[config.mk]
export PLATFORM = sky130hd
export DESIGN_NAME = keypad_scanner
export DESIGN_NICKNAME = d
export VERILOG_FILES = /design/src/rtl/keypad_pkg.sv /design/src/rtl/keypad_row_scan.sv /design/src/rtl/keypad_scanner.sv
export SDC_FILE = /design/constraint.sdc
export NUM_CORES = 1
export LEC_CHECK = 0
export CAP_MARGIN = 15
export CORE_MARGIN = 8
export CORE_UTILIZATION = 60
export DETAILED_ROUTE_END_ITERATION = 12
export GPL_ROUTABILITY_DRIVEN = 0
export GPL_TIMING_DRIVEN = 0
export PLACE_DENSITY_LB_ADDON = 0.05
export SLEW_MARGIN = 40
export SYNTH_ARGS = -nofsm -noshare
export SYNTH_HDL_FRONTEND = slang
export SYNTH_SLANG_ARGS = --single-unit
[constraint.sdc]
create_clock -name hwclk -period 7.1 [get_ports hwclk]
set_clock_uncertainty 0.05 [all_clocks]
set_input_delay 1.775 -clock hwclk [delete_from_list [all_inputs] [get_ports hwclk]]
set_output_delay 1.775 -clock hwclk [all_outputs]
set_load 0.005 [all_outputs]
[src/rtl/keypad_pkg.sv]
// Shared types and helpers for the matrix keypad scanner.
// Counter widths throughout the scanner are derived from keypad_clog2.
package keypad_pkg;

    typedef enum logic [1:0] {
        IDLE    = 2'd0,
        CONFIRM = 2'd1,
        PRESSED = 2'd2,
        RELEASE = 2'd3
    } key_state_e;

    // Bits needed to hold values 0..n-1, never less than one bit.
    function automatic int keypad_clog2(input int n);
        int w;
        w = 1;
        for (int i = 1; i < 31; i++) begin
            if ((32'd1 << i) < n) begin
                w = i + 1;
            end else begin
                w = w;
            end
        end
        return w;
    endfunction

endpackage

[src/rtl/keypad_row_scan.sv]
// Row driver and column sampler: synchronises the columns, walks the rows and
// presents the completed matrix snapshot together with a one-cycle frame_end.
module keypad_row_scan
    import keypad_pkg::*;
#(
    parameter int ROWS     = 4,
    parameter int COLS     = 3,
    parameter int SCAN_DIV = 1200
) (
    input  logic                 hwclk,
    input  logic                 rst_n,
    input  logic [COLS-1:0]      col_n,
    output logic [ROWS-1:0]      row_n,
    output logic [ROWS*COLS-1:0] frame_bits,
    output logic                 frame_end
);

    localparam int RW = keypad_clog2(ROWS);
    localparam int DW = keypad_clog2(SCAN_DIV);
    localparam logic [RW-1:0] LAST_ROW   = RW'(ROWS - 1);
    localparam logic [DW-1:0] LAST_DWELL = DW'(SCAN_DIV - 1);

    logic [COLS-1:0]      sync1_r;
    logic [COLS-1:0]      sync2_r;
    logic [DW-1:0]        dwell_r;
    logic [RW-1:0]        row_r;
    logic [ROWS-1:0]      row_n_r;
    logic [ROWS*COLS-1:0] snap_r;
    logic [ROWS*COLS-1:0] snap_nx_s;
    logic [RW-1:0]        row_nx_s;
    logic                 last_dwell_s;

    assign last_dwell_s = (dwell_r == LAST_DWELL);
    assign row_nx_s     = (row_r == LAST_ROW) ? {RW{1'b0}} : (row_r + RW'(1'b1));
    assign row_n        = row_n_r;
    assign frame_bits   = snap_nx_s;
    assign frame_end    = last_dwell_s && (row_r == LAST_ROW);

    // Snapshot with the currently driven row merged in on its last dwell cycle.
    always_comb begin
        snap_nx_s = snap_r;
        for (int r = 0; r < ROWS; r++) begin
            if (last_dwell_s && (row_r == RW'(r))) begin
                snap_nx_s[r*COLS +: COLS] = ~sync2_r;
            end else begin
                snap_nx_s[r*COLS +: COLS] = snap_r[r*COLS +: COLS];
            end
        end
    end

    // Column synchroniser, dwell and row counters, row drive and snapshot.
    always_ff @(posedge hwclk or negedge rst_n) begin
        if (!rst_n) begin
            sync1_r <= {COLS{1'b1}};
            sync2_r <= {COLS{1'b1}};
            dwell_r <= {DW{1'b0}};
            row_r   <= {RW{1'b0}};
            row_n_r <= ~(ROWS'(1'b1));
            snap_r  <= {(ROWS*COLS){1'b0}};
        end else begin
            sync1_r <= col_n;
            sync2_r <= sync1_r;
            snap_r  <= snap_nx_s;
            if (last_dwell_s) begin
                dwell_r <= {DW{1'b0}};
                row_r   <= row_nx_s;
                row_n_r <= ~(ROWS'(1'b1) << row_nx_s);
            end else begin
                dwell_r <= dwell_r + DW'(1'b1);
            end
        end
    end

endmodule

[src/rtl/keypad_scanner.sv]
// Matrix keypad scanner with frame-based debounce and press/release strobes.
// Define KEYPAD_SCANNER_REPEAT_EN to add auto-repeat of press_pulse while held.
module keypad_scanner
    import keypad_pkg::*;
#(
    parameter int ROWS            = 4,
    parameter int COLS            = 3,
    parameter int SCAN_DIV        = 1200,
    parameter int DEBOUNCE_FRAMES = 25,
    parameter int CODE_W          = 4
`ifdef KEYPAD_SCANNER_REPEAT_EN
    ,
    parameter int REPEAT_DELAY_FRAMES = 1250,
    parameter int REPEAT_RATE_FRAMES  = 250
`endif
) (
    input  logic              hwclk,
    input  logic              rst_n,
    output logic [ROWS-1:0]   row_n,
    input  logic [COLS-1:0]   col_n,
    output logic [CODE_W-1:0] key_code,
    output logic              key_valid,
    output logic              press_pulse,
    output logic              release_pulse,
    output logic              multi_key
);

    localparam int NKEYS = ROWS * COLS;
    localparam int PW    = keypad_clog2(NKEYS + 1);
    localparam int CW    = keypad_clog2(DEBOUNCE_FRAMES + 2);

    if (CODE_W < keypad_clog2(NKEYS)) begin : g_code_w_check
        $error("keypad_scanner: CODE_W cannot encode ROWS*COLS keys");
    end

    logic [NKEYS-1:0]  frame_bits_s;
    logic              frame_end_s;
    logic [PW-1:0]     pop_s;
    logic [CODE_W-1:0] low_s;
    logic              cand_bit_s;
    logic              single_s;

    key_state_e        state_r, state_nx_s;
    logic [CODE_W-1:0] cand_r, cand_nx_s;
    logic [CW-1:0]     cnt_r, cnt_nx_s, cnt_inc_s;
    logic [CODE_W-1:0] key_code_r, key_code_nx_s;
    logic              key_valid_r, key_valid_nx_s;
    logic              press_r, press_nx_s;
    logic              release_r, release_nx_s;
    logic              multi_r, multi_nx_s;

`ifdef KEYPAD_SCANNER_REPEAT_EN
    localparam int REP_MAX = (REPEAT_DELAY_FRAMES > REPEAT_RATE_FRAMES) ?
                             REPEAT_DELAY_FRAMES : REPEAT_RATE_FRAMES;
    localparam int RPW = keypad_clog2(REP_MAX + 1);
    logic [RPW-1:0] rep_cnt_r, rep_cnt_nx_s, rep_inc_s;
    logic           rep_first_r, rep_first_nx_s;
    assign rep_inc_s = rep_cnt_r + RPW'(1'b1);
`endif

    keypad_row_scan #(
        .ROWS     (ROWS),
        .COLS     (COLS),
        .SCAN_DIV (SCAN_DIV)
    ) u_row_scan (
        .hwclk      (hwclk),
        .rst_n      (rst_n),
        .col_n      (col_n),
        .row_n      (row_n),
        .frame_bits (frame_bits_s),
        .frame_end  (frame_end_s)
    );

    // Frame summary: key count, lowest key index and the candidate's bit.
    always_comb begin
        pop_s      = {PW{1'b0}};
        low_s      = {CODE_W{1'b0}};
        cand_bit_s = 1'b0;
        for (int i = NKEYS - 1; i >= 0; i--) begin
            pop_s      = pop_s + PW'(frame_bits_s[i]);
            cand_bit_s = cand_bit_s | ((cand_r == CODE_W'(i)) & frame_bits_s[i]);
            if (frame_bits_s[i]) begin
                low_s = CODE_W'(i);
            end else begin
                low_s = low_s;
            end
        end
    end

    assign single_s  = (pop_s == PW'(1'b1));
    assign cnt_inc_s = cnt_r + CW'(1'b1);

    // Debounce FSM, evaluated once per completed frame.
    always_comb begin
        state_nx_s     = state_r;
        cand_nx_s      = cand_r;
        cnt_nx_s       = cnt_r;
        key_code_nx_s  = key_code_r;
        key_valid_nx_s = key_valid_r;
        press_nx_s     = 1'b0;
        release_nx_s   = 1'b0;
        multi_nx_s     = multi_r;
`ifdef KEYPAD_SCANNER_REPEAT_EN
        rep_cnt_nx_s   = rep_cnt_r;
        rep_first_nx_s = rep_first_r;
`endif
        if (frame_end_s) begin
            multi_nx_s = (pop_s > PW'(1'b1));
            case (state_r)
                IDLE: begin
                    if (single_s) begin
                        state_nx_s = CONFIRM;
                        cand_nx_s  = low_s;
                        cnt_nx_s   = CW'(1'b1);
                    end else begin
                        state_nx_s = IDLE;
                    end
                end
                CONFIRM: begin
                    if (single_s && (low_s == cand_r)) begin
                        cnt_nx_s = cnt_inc_s;
                        if (cnt_inc_s >= CW'(DEBOUNCE_FRAMES)) begin
                            state_nx_s     = PRESSED;
                            cnt_nx_s       = {CW{1'b0}};
                            key_code_nx_s  = cand_r;
                            key_valid_nx_s = 1'b1;
                            press_nx_s     = 1'b1;
`ifdef KEYPAD_SCANNER_REPEAT_EN
                            rep_cnt_nx_s   = {RPW{1'b0}};
                            rep_first_nx_s = 1'b0;
`endif
                        end else begin
                            state_nx_s = CONFIRM;
                        end
                    end else begin
                        state_nx_s = IDLE;
                        cnt_nx_s   = {CW{1'b0}};
                    end
                end
                PRESSED: begin
                    if (cand_bit_s) begin
                        state_nx_s = PRESSED;
`ifdef KEYPAD_SCANNER_REPEAT_EN
                        if ((!rep_first_r && (rep_inc_s == RPW'(REPEAT_DELAY_FRAMES))) ||
                            (rep_first_r && (rep_inc_s == RPW'(REPEAT_RATE_FRAMES)))) begin
                            press_nx_s     = 1'b1;
                            rep_cnt_nx_s   = {RPW{1'b0}};
                            rep_first_nx_s = 1'b1;
                        end else begin
                            rep_cnt_nx_s = rep_inc_s;
                        end
`endif
                    end else begin
                        state_nx_s = RELEASE;
                        cnt_nx_s   = CW'(1'b1);
`ifdef KEYPAD_SCANNER_REPEAT_EN
                        rep_cnt_nx_s   = {RPW{1'b0}};
                        rep_first_nx_s = 1'b0;
`endif
                    end
                end
                RELEASE: begin
                    if (!cand_bit_s) begin
                        cnt_nx_s = cnt_inc_s;
                        if (cnt_inc_s >= CW'(DEBOUNCE_FRAMES)) begin
                            state_nx_s     = IDLE;
                            cnt_nx_s       = {CW{1'b0}};
                            key_valid_nx_s = 1'b0;
                            release_nx_s   = 1'b1;
                        end else begin
                            state_nx_s = RELEASE;
                        end
                    end else begin
                        // A bounce during release resumes the held key silently.
                        state_nx_s = PRESSED;
                        cnt_nx_s   = {CW{1'b0}};
`ifdef KEYPAD_SCANNER_REPEAT_EN
                        rep_cnt_nx_s   = {RPW{1'b0}};
                        rep_first_nx_s = 1'b0;
`endif
                    end
                end
                default: begin
                    state_nx_s = IDLE;
                    cnt_nx_s   = {CW{1'b0}};
                end
            endcase
        end else begin
            state_nx_s = state_r;
        end
    end

    // FSM state and registered outputs.
    always_ff @(posedge hwclk or negedge rst_n) begin
        if (!rst_n) begin
            state_r     <= IDLE;
            cand_r      <= {CODE_W{1'b0}};
            cnt_r       <= {CW{1'b0}};
            key_code_r  <= {CODE_W{1'b0}};
            key_valid_r <= 1'b0;
            press_r     <= 1'b0;
            release_r   <= 1'b0;
            multi_r     <= 1'b0;
`ifdef KEYPAD_SCANNER_REPEAT_EN
            rep_cnt_r   <= {RPW{1'b0}};
            rep_first_r <= 1'b0;
`endif
        end else begin
            state_r     <= state_nx_s;
            cand_r      <= cand_nx_s;
            cnt_r       <= cnt_nx_s;
            key_code_r  <= key_code_nx_s;
            key_valid_r <= key_valid_nx_s;
            press_r     <= press_nx_s;
            release_r   <= release_nx_s;
            multi_r     <= multi_nx_s;
`ifdef KEYPAD_SCANNER_REPEAT_EN
            rep_cnt_r   <= rep_cnt_nx_s;
            rep_first_r <= rep_first_nx_s;
`endif
        end
    end

    assign key_code      = key_code_r;
    assign key_valid     = key_valid_r;
    assign press_pulse   = press_r;
    assign release_pulse = release_r;
    assign multi_key     = multi_r;

endmodule

# Word level (Yosys, flattened, before mapping)
# Index checks and enable logic that the tools add are counted.
# W data, S select, Z words.
totals:
  reg_bits: 54
  latchBits: 0
  ramBits: 0
  romBits: 0
  in_bits: 5
  out_inout_bits: 12
  elab_cells: 138
  n_memories: 0
classes:
  add_sub_neg: 14
  multipliers: 0
  div: 0
  magnitude_cmp: 2
  eq_ne: 26
  shifts: 1
  n_mux: 43
  bitwise_logic: 25
  n_reduce_logical: 13
ops:
  columns: ["operator", "n"]
  rows:
  - ["$mux W4", 12]
  - ["$add A4 B1 Y4", 8]
  - ["$mux W5", 5]
  - ["$pmux W5 S4", 1]
  - ["$eq A4 B3 Y1 const B", 4]
  - ["$eq A4 B4 Y1 const B", 4]
  - ["$mux W1", 13]
  - ["$and A1 B1 Y1", 12]
  - ["$mux W3", 4]
  - ["$ne A2 B2 Y1 const B", 6]
  - ["$add A11 B1 Y11 const B", 1]
  - ["$eq A11 B11 Y1 const B", 1]
  - ["$mux W11", 1]
  - ["$or A1 B1 Y1", 11]
  - ["$mux W2", 5]
  - ["$eq A2 B2 Y1 const B", 4]
  - ["$eq A4 B1 Y1 const B", 2]
  - ["$eq A4 B2 Y1 const B", 2]
  - ["$pmux W2 S4", 1]
  - ["$reduce_and A3 Y1", 2]
  - ["$reduce_and A6 Y1", 1]
  - ["$add A5 B1 Y5 const B", 1]
  - ["$ge A5 B5 Y1 const B", 1]
  - ["$logic_and A1 B1 Y1", 5]
  - ["other kinds (15)", 17]

# Logic depth before layout (Yosys ltp)
# Gate-level depths: netlist of the first run.
logic_depth:
  depth_word: 20
  mapped_depth: 23

# Cells and area by module
# From an unflattened synthesis of the first run, not the netlist that was laid out.
hier_totals:
  cells_unflattened: 300
  area_unflattened_um2: 3189.3
modules_own_cells:
  columns: ["mod", "n_inst", "cells_each", "area_each_um2", "seq_area_each_um2"]
  rows:
  - ["keypad_scanner", 1, 172, 1620.3, 475.5]
  - ["keypad_row_scan", 1, 128, 1569.0, 887.1]

# Worst setup path before layout of the first run
# No wires, ideal clock.
synth_path:
  path_kind: "register to register"
  startpoint: "register u_row_scan.dwell_r[0]"
  endpoint: "register key_code_r[0], in the netlist key_code[0]"
  arrival_ps: 6001
  required_time_ps: 6925
  path_slack_ps: 923
  path_stages_with_launch: 24
  path_buffers: 3
  period_less_slack_ps: 6177
  cell_sequence: "dfrtp_1 -> ha_1 -> and4_1 -> buf_6 -> nand4_2 -> mux2i_1 -> inv_1 -> fa_1 -> fa_1 -> fa_1 -> fa_1 -> inv_1 -> ha_1 -> inv_1 -> fa_1 -> a2111oi_0 -> a21oi_1 -> nor3b_1 -> and3_1 -> clkbuf_1 -> nand4_1 -> or4_1 -> buf_6 -> mux2_4"
synth_via:
  elab_cells_between_ends: 36
synth_rtl:
  columns: ["item", "line", "rtl"]
  rows:
  - ["from (decl)", "keypad_row_scan.sv:25", "logic [DW-1:0] dwell_r;"]
  - ["from (signal assigned)", "keypad_row_scan.sv:56", "dwell_r <= {DW{1'b0}};"]
  - ["from (signal assigned)", "keypad_row_scan.sv:65", "dwell_r <= {DW{1'b0}};"]
  - ["from (signal assigned)", "keypad_row_scan.sv:69", "dwell_r <= dwell_r + DW'(1'b1);"]
  - ["$eq A11 B11 Y1 *", "keypad_row_scan.sv:33", "assign last_dwell_s = (dwell_r == LAST_DWELL);"]
  - ["$logic_and A1 B1 Y1 *", "keypad_row_scan.sv:43", "if (last_dwell_s && (row_r == RW'(r))) begin"]
  - ["$mux W3 *", "keypad_row_scan.sv:43", null]
  - ["via frame_bits_s[0]", "keypad_scanner.sv:36", "logic [NKEYS-1:0] frame_bits_s;"]
  - ["$add A4 B1 Y4 or $mux W4 (tied branches)", "keypad_scanner.sv:80, keypad_scanner.sv:82", null]
  - ["$eq A4 B1 Y1 or $eq A4 B4 Y1 (tied branches)", "keypad_scanner.sv:90, keypad_scanner.sv:120", null]
  - ["$logic_and A1 B1 Y1 *", "keypad_scanner.sv:120", "if (single_s && (low_s == cand_r)) begin"]
  - ["$reduce_and A4 Y1 (no source line) *", null, null]
  - ["to (signal assigned)", "keypad_scanner.sv:199", "key_code_r <= {CODE_W{1'b0}};"]
  - ["to (signal assigned)", "keypad_scanner.sv:212", "key_code_r <= key_code_nx_s;"]
  - ["to (decl)", "keypad_scanner.sv:46", "logic [CODE_W-1:0] key_code_r, key_code_nx_s;"]
# The timed path passes the listed nets; every way through them passes the cells marked *.
# A chain may end at the register's enable or synchronous reset.

# Worst setup path in the final report of the first run
layout_path:
  startpoint: "register u_row_scan.dwell_r[0]"
  endpoint: "register key_code_r[3], in the netlist key_code[3]"
layout_via:
  elab_chain_len: 18
  elab_cells_between_ends: 36
layout_rtl:
  columns: ["item", "line"]
  rows:
  - ["$eq A11 B11 Y1 *", "keypad_row_scan.sv:33"]
  - ["parallel branches: the longest is 16 deep, another holds $add A3 B1 Y4", null]
  - ["$reduce_and A4 Y1 (no source line) *", null]
# Mark *: on every way between the ends.

==> results.sh, run 1 <==
export IMPL_crit_path_start_kind="flop"
export IMPL_cp_arrival_ns=6.80
export IMPL_peakVddDrop_uv=134
export IMPL_synth_seq_area_share_pct=42.1
export IMPL_design_die_area_um2=8010
export IMPL_post_route_util_pct=70.4
export IMPL_rsz0062_at_grt="no"
export IMPL_ant_nets=0
export IMPL_outcome="finished, final reports clean"
export IMPL_synthFlopType="dfrtp_1"
export IMPL_rows=26
export IMPL_leakage_nw=1.58
export IMPL_grt_usage_pct=18.0
export IMPL_cts_buffers=5
export IMPL_path_class="flop to flop"
export IMPL_post_dp_hpwl_mm=4.90
export IMPL_path_clk_slew_ns=0.10
export IMPL_drv_cap=0
export IMPL_cp_end_kind="flop"
export IMPL_clockBufferDepth=2
export IMPL_fill_cells=396
export IMPL_clkSinkCount=54
export IMPL_vias=2356
export IMPL_htreeDepth=2
export IMPL_cts_tree="done"
export IMPL_max_freq_mhz=150
export IMPL_grt_pass1_wl_mm=11.1
export IMPL_vias_per_cell=5.75
export IMPL_grt_ovfl_total=0
export IMPL_hold_viol=0
export IMPL_drc=0
export IMPL_async_flop_share_pct=100
export IMPL_path_max_fanout=10
export IMPL_ff2ff_path_depth=22
export IMPL_dr_first_iter_drc_count=135
export IMPL_pin_count=17
export IMPL_report_final_setup_viol=0
export IMPL_drt_total_wl_mm=6.36
export IMPL_dieWidth_um=89.5
export IMPL_nNetsFinal=362
export IMPL_root_buffer="clkbuf_8"
export IMPL_wl_per_cell_um=15.5
export IMPL_io_buffers=16
export IMPL_grt_max_degree=32
export IMPL_antenna_cells=0
export IMPL_power_mw=0.507
export IMPL_fin_area_um2=3640
export IMPL_clkLatencyLatePin_ns=0.32
export IMPL_die_h_um=89.5
export IMPL_setup_tns_ns=0
export IMPL_synth_net_count=338
export IMPL_core_um2=5170
export IMPL_relSlewSlack_pct=47.7
export IMPL_p_per_area_nw_per_um2=139
export IMPL_required_ns=7.26
export IMPL_antenna_found_initial=0
export IMPL_ctsHoldBuffers=0
export IMPL_synthDistinctLibCells=65
export IMPL_postSynthCellCount=315
export IMPL_syn_area_per_cell_um2=10.3
export IMPL_tightestPinTransition_ns=0.777
export IMPL_min_path_type="flop to flop"
export IMPL_fin_crit_ns=6.65
export IMPL_grt_pass1_vias=2306
export IMPL_finalMaxSlewViolations=0
export IMPL_place_area_um2=3510
export IMPL_start_util_pct=62.6
export IMPL_drive_gt1_share_pct=15.6
export IMPL_final_period_utilization_pct=93.6
export IMPL_yosys_warnings=0
export IMPL_synth_edff_count=0
export IMPL_drtPass1Iterations=4
export IMPL_holdPathStages=0
export IMPL_netlist_area_um2=3240
export IMPL_area_growth_pct=12.4
export IMPL_synth_seq_cells=54
## worst paths after layout
| path | start | to | slack [ns] |
|---|---|---|---|
| min in group asynchronous | rst_n | key_code[2] | 1.28 |
| min reg2reg | u_row_scan.sync1_r[1] | u_row_scan.sync2_r[1] | 0.31 |
| max reg2reg | u_row_scan.dwell_r[0] | key_code[3] | 0.45 |
| max | u_row_scan.dwell_r[0] | key_code[3] | 0.45 |
| max in group asynchronous | rst_n | u_row_scan.sync1_r[1] | 5.19 |
| min | u_row_scan.sync1_r[1] | u_row_scan.sync2_r[1] | 0.31 |
## repair_timing
item,4_1_cts,5_1_grt
buffers inserted,0,0
gates resized for setup,0,5
endpoints found under the setup margin,0,4
## sequential cells by signal (all words and copies together), names as in the netlist
register and cells:
press_pulse 1, u_row_scan.row_r 2, u_row_scan.snap_r 12, key_code 4, u_row_scan.sync1_r 3, key_valid 1
state_r 2, u_row_scan.sync2_r 3, u_row_scan.dwell_r 11, multi_key 1, u_row_scan.row_n 4, cnt_r 5
release_pulse 1, cand_r 4
## critical path: stages, from the launching register on
cell	delay (ns)
dfrtp_1	0.40
ha_1	0.25
and4_1	0.22
buf_6	0.16
nand4_2	0.24
o21a_1	0.34
fa_1	0.58
fa_1	0.43
fa_1	0.51
fa_1	0.42
inv_1	0.07
ha_1	0.16
inv_1	0.05
fa_1	0.37
a2111oi_0	0.39
a21oi_1	0.08
nor3b_1	0.30
and3_1	0.20
clkbuf_1	0.24
nand4_1	0.19
or4_1	0.46
buf_6	0.16
mux2_4	0.29
## report_power, final
group,switching (mW),internal (mW)
logic,0.00789,0.00379
registers,0.00177,0.311
clock network,0.110,0.0733
## placed cells by master (no fill, tap or decap), types with 6 or more instances in the layout
master / netlist / routed
inv_1: 36 / 36
nand3_1: 11 / 11
clkdlybuf4s50_1: 0 / 15
dfstp_2: 9 / 9
a21oi_1: 13 / 13
fa_1: 7 / 7
nand2_1: 28 / 28
ha_1: 11 / 11
o21ai_0: 14 / 14
dfrtp_1: 45 / 45
mux2i_1: 11 / 9
nor2_1: 17 / 17
nand4_1: 6 / 6
o211ai_1: 9 / 9
## synthesized netlist by cell type (2+ instances only)
| library cell | n | share of area (%) |
|---|---|---|
| dfrtp_1 | 45 | 35 |
| inv_1 | 36 | 4.2 |
| nand2_1 | 28 | 3.2 |
| nor2_1 | 17 | 2.0 |
| o21ai_0 | 14 | 2.2 |
| a21oi_1 | 13 | 2.0 |
| ha_1 | 11 | 4.2 |
| mux2i_1 | 11 | 3.4 |
| nand3_1 | 11 | 1.7 |
| dfstp_2 | 9 | 7.3 |
| o211ai_1 | 9 | 2.1 |
| fa_1 | 7 | 4.3 |
| nand4_1 | 6 | 1.2 |
| nor3_1 | 6 | 0.93 |
| mux2_2 | 5 | 1.7 |
| mux2_4 | 5 | 2.3 |
| or3_1 | 5 | 0.97 |
| xnor2_1 | 5 | 1.4 |
| xor2_1 | 4 | 1.1 |
| a211oi_1 | 3 | 0.70 |
| and3_1 | 3 | 0.58 |
| buf_6 | 3 | 1.0 |
| clkbuf_1 | 3 | 0.35 |
| inv_2 | 3 | 0.35 |
| nand2b_1 | 3 | 0.58 |
| o31ai_1 | 3 | 0.70 |
| a21o_1 | 2 | 0.46 |
| a31oi_1 | 2 | 0.39 |
| mux2i_4 | 2 | 1.4 |
| nand4_2 | 2 | 0.77 |
| o21a_1 | 2 | 0.46 |
| o32ai_1 | 2 | 0.54 |
| o41ai_1 | 2 | 0.54 |
| or4_1 | 2 | 0.46 |
## routing by layer
metal	part of all wire (%)	vias to the layer above	GRT usage (%)
li1	-	1179	-
met1	50	1134	24.5
met2	45	36	28.0
met3	3.7	7	3.22
met4	1.2	0	6.04
met5	0	-	0
## final cells by class
| type | count | area, um2 | area share [%] |
|---|---|---|---|
| buffer | 7 | 48.8 | 1.34 |
| clock buffer | 5 | 68.8 | 1.89 |
| clock inverter | 3 | 28.8 | 0.790 |
| inverter | 39 | 146 | 4.02 |
| multi-input combinational | 215 | 1720 | 47.3 |
| sequential | 54 | 1360 | 37.4 |
| tap | 70 | 87.6 | 2.41 |
| timing repair buffer | 17 | 178 | 4.88 |
## stage by stage
step | setup WS (ns) | hold WS [ns] | instances
global placement | 0.389 | 0.296 | 401
global route | 0.0711 | 0.316 | 410
detailed placement | 0.350 | 0.297 | 402
CTS | 0.267 | 0.313 | 410
floorplan | 0.923 | 0.295 | 315
finish | 0.454 | 0.312 | 410
## cell families after synthesis
kind of cell | after synthesis | synth area share (%)
AOI/OAI and AO/OA | 66 | 14.6
xor gates and xnor gates | 9 | 2.43
adders and majority gates | 18 | 8.57
buffers and inverters | 46 | 6.03
DFF | 54 | 42.1
muxes | 24 | 9.54
and+or+nand+nor | 98 | 16.8
No activity file was read; power rests on OpenSTA's default activity.
==> inputs of run 2 (changes only) <==
--- a/config.mk
+++ b/config.mk
@@ -11,7 +11,7 @@
 export DETAILED_ROUTE_END_ITERATION = 12
 export GPL_ROUTABILITY_DRIVEN = 0
 export GPL_TIMING_DRIVEN = 0
-export PLACE_DENSITY_LB_ADDON = 0.05
+export PLACE_DENSITY = 0.9
 export SLEW_MARGIN = 40
 export SYNTH_ARGS = -nofsm -noshare
 export SYNTH_HDL_FRONTEND = slang
==> run 2 against run 1 <==
Worst hold slack got worse by 0.0022 ns. Final area rose by 0.79%. Final cell count did not move. Global-route usage rose by 0.94 points. Combinational power barely moved. Power rose by 6.3%. Maximum frequency fell by 1.1%. Sequential share of layout area fell by 0.29 points. Sequential power barely moved. Die area did not move. Worst setup slack got worse by 0.077 ns. Core utilization rose by 0.56 points. Critical path type unchanged. Highest routed layer unchanged.
==> results.sh, run 2 (synthesis results as in run 1) <==
export IMPL_nNetsFinal=362
export IMPL_hold_viol=0
export IMPL_tightestPinTransition_ns=0.770
export IMPL_path_class="flop to flop"
export IMPL_die_h_um=89.5
export IMPL_clkSinkCount=54
export IMPL_largest_reg_flops=12
export IMPL_grt_pass1_vias=2424
export IMPL_r2r_start="u_row_scan.dwell_r[8]"
export IMPL_rows=26
export IMPL_vias_per_cell=6.20
export IMPL_clkLatencyLatePin_ns=0.31
export IMPL_start_util_pct=62.6
export IMPL_grt_max_degree=29
export IMPL_cp_common_cell="fa_1"
export IMPL_setup_tns_ns=0
export IMPL_io_buffers=16
export IMPL_holdPathStages=0
export IMPL_critPathTopFamily="adder cells"
export IMPL_max_stage_delay_ns=0.52
export IMPL_area_growth_pct=13.3
export IMPL_post_dp_hpwl_mm=5.07
export IMPL_cts_tree="done"
export IMPL_rrSetupSlack_ns=0.38
export IMPL_dr_first_iter_drc_count=351
export IMPL_cp_end_kind="flop"
export IMPL_min_path_type="flop to flop"
export IMPL_leakage_nw=1.60
export IMPL_cp_arrival_ns=6.87
export IMPL_met2_length_mm=3.21
export IMPL_largest_register="u_row_scan.snap_r"
export IMPL_crit_chain="nor2_1 -> nand4_4 -> mux2i_4 -> inv_1 -> fa_1 -> fa_1 -> fa_1 -> fa_1 -> inv_1 -> ha_1 -> inv_1 -> fa_1 -> a2111oi_0 -> a21oi_1 -> nor3b_2 -> and3_1 -> clkbuf_1 -> nand4_1 -> or4_1 -> buf_6 -> mux2_4"
export IMPL_power_mw=0.539
export IMPL_reg2reg_to="key_code[3]"
export IMPL_critPathBufInv=5
export IMPL_root_buffer="clkbuf_8"
export IMPL_finalMaxSlewViolations=0
export IMPL_crit_path_start_kind="flop"
export IMPL_largest_registers="u_row_scan.snap_r: 12 flops, u_row_scan.dwell_r: 11 flops, cnt_r: 5 flops"
export IMPL_pin_count=17
export IMPL_relSlewSlack_pct=48.2
export IMPL_ff2ff_path_depth=21
export IMPL_max_freq_mhz=149
export IMPL_peakVddDrop_uv=96.4
export IMPL_post_cts_buffers=0
export IMPL_report_final_setup_viol=0
export IMPL_drive_gt1_share_pct=15.9
export IMPL_post_route_util_pct=70.9
export IMPL_place_ws_ns=0.208
export IMPL_whs_endpoint="u_row_scan.sync2_r[0]"
export IMPL_cts_resized=0
export IMPL_outcome="finished, final reports clean"
export IMPL_layout_commonest_cell="dfrtp_1"
export IMPL_fin_crit_ns=6.72
export IMPL_htreeDepth=2
export IMPL_drt_total_wl_mm=6.81
export IMPL_drc=0
export IMPL_path_clk_slew_ns=0.10
export IMPL_layout_setup_ws_ns=0.377
export IMPL_dieWidth_um=89.5
export IMPL_cts_buffers=5
export IMPL_required_ns=7.25
export IMPL_design_die_area_um2=8010
export IMPL_p_per_area_nw_per_um2=147
export IMPL_antenna_found_initial=0
export IMPL_drv_cap=0
export IMPL_ctsHoldBuffers=0
export IMPL_met1_length_mm=2.92
export IMPL_antenna_cells=0
export IMPL_grt_usage_pct=18.9
export IMPL_grt_ovfl_total=0
export IMPL_final_cell_mix="dfrtp_1 (45), inv_1 (36), nand2_1 (28)"
export IMPL_route_met3_wl_um=455
export IMPL_dr_max_layer_used="met4"
export IMPL_wl_per_cell_um=16.6
export IMPL_vias=2542
export IMPL_path_max_fanout=6
export IMPL_cpMaxStageDelayCell="fa_1"
export IMPL_ant_nets=0
export IMPL_core_um2=5170
export IMPL_final_period_utilization_pct=94.7
export IMPL_clockBufferDepth=2
export IMPL_drtPass1Iterations=7
export IMPL_min_from="u_row_scan.sync1_r[0]"
export IMPL_grt_pass1_wl_mm=11.7
-- run 2: through the flow --
step	hold slack (ns)	std cells	cell area (um2)
2_1_floorplan	0.295	315	3240
3_3_place_gp	0.295	401	3490
3_5_place_dp	0.297	402	3510
4_1_cts	0.312	410	3630
5_1_grt	0.315	410	3670
6_report	0.310	410	3670
-- run 2: final cells by class --
type / count / area [um2]
multi-input combinational: 215 / 1730
clock inverter: 2 / 38.8
fill: 368 / 1500
timing repair buffer: 17 / 178
clock buffer: 6 / 82.6
sequential: 54 / 1360
inverter: 39 / 146
tap: 70 / 87.6
buffer: 7 / 48.8
-- run 2: how the worst max path moves through the flow --
stage | cells after the start | end | start | slack [ns]
floorplan | 23 | key_code[0] | u_row_scan.dwell_r[0] | 0.92
global placement | 22 | key_code[0] | u_row_scan.dwell_r[0] | 0.35
detailed placement | 22 | key_code[3] | u_row_scan.dwell_r[0] | 0.21
CTS | 22 | key_code[1] | u_row_scan.dwell_r[0] | 0.11
global route | 21 | key_code[3] | u_row_scan.dwell_r[8] | -0.004
finish | 21 | key_code[3] | u_row_scan.dwell_r[8] | 0.38
-- run 2: routing by layer --
layer | GRT usage (%) | vias to the layer above
li1 | - | 1174
met1 | 25.4 | 1232
met2 | 28.8 | 112
met3 | 3.68 | 24
met4 | 8.46 | 0
met5 | 0 | -
-- run 2: report_power, final --
part           internal [mW]  switching, mW  total [mW]
registers              0.311        0.00161       0.312
clock network          0.116         0.0994       0.215
logic                0.00379        0.00789      0.0117
total                  0.430          0.109       0.539
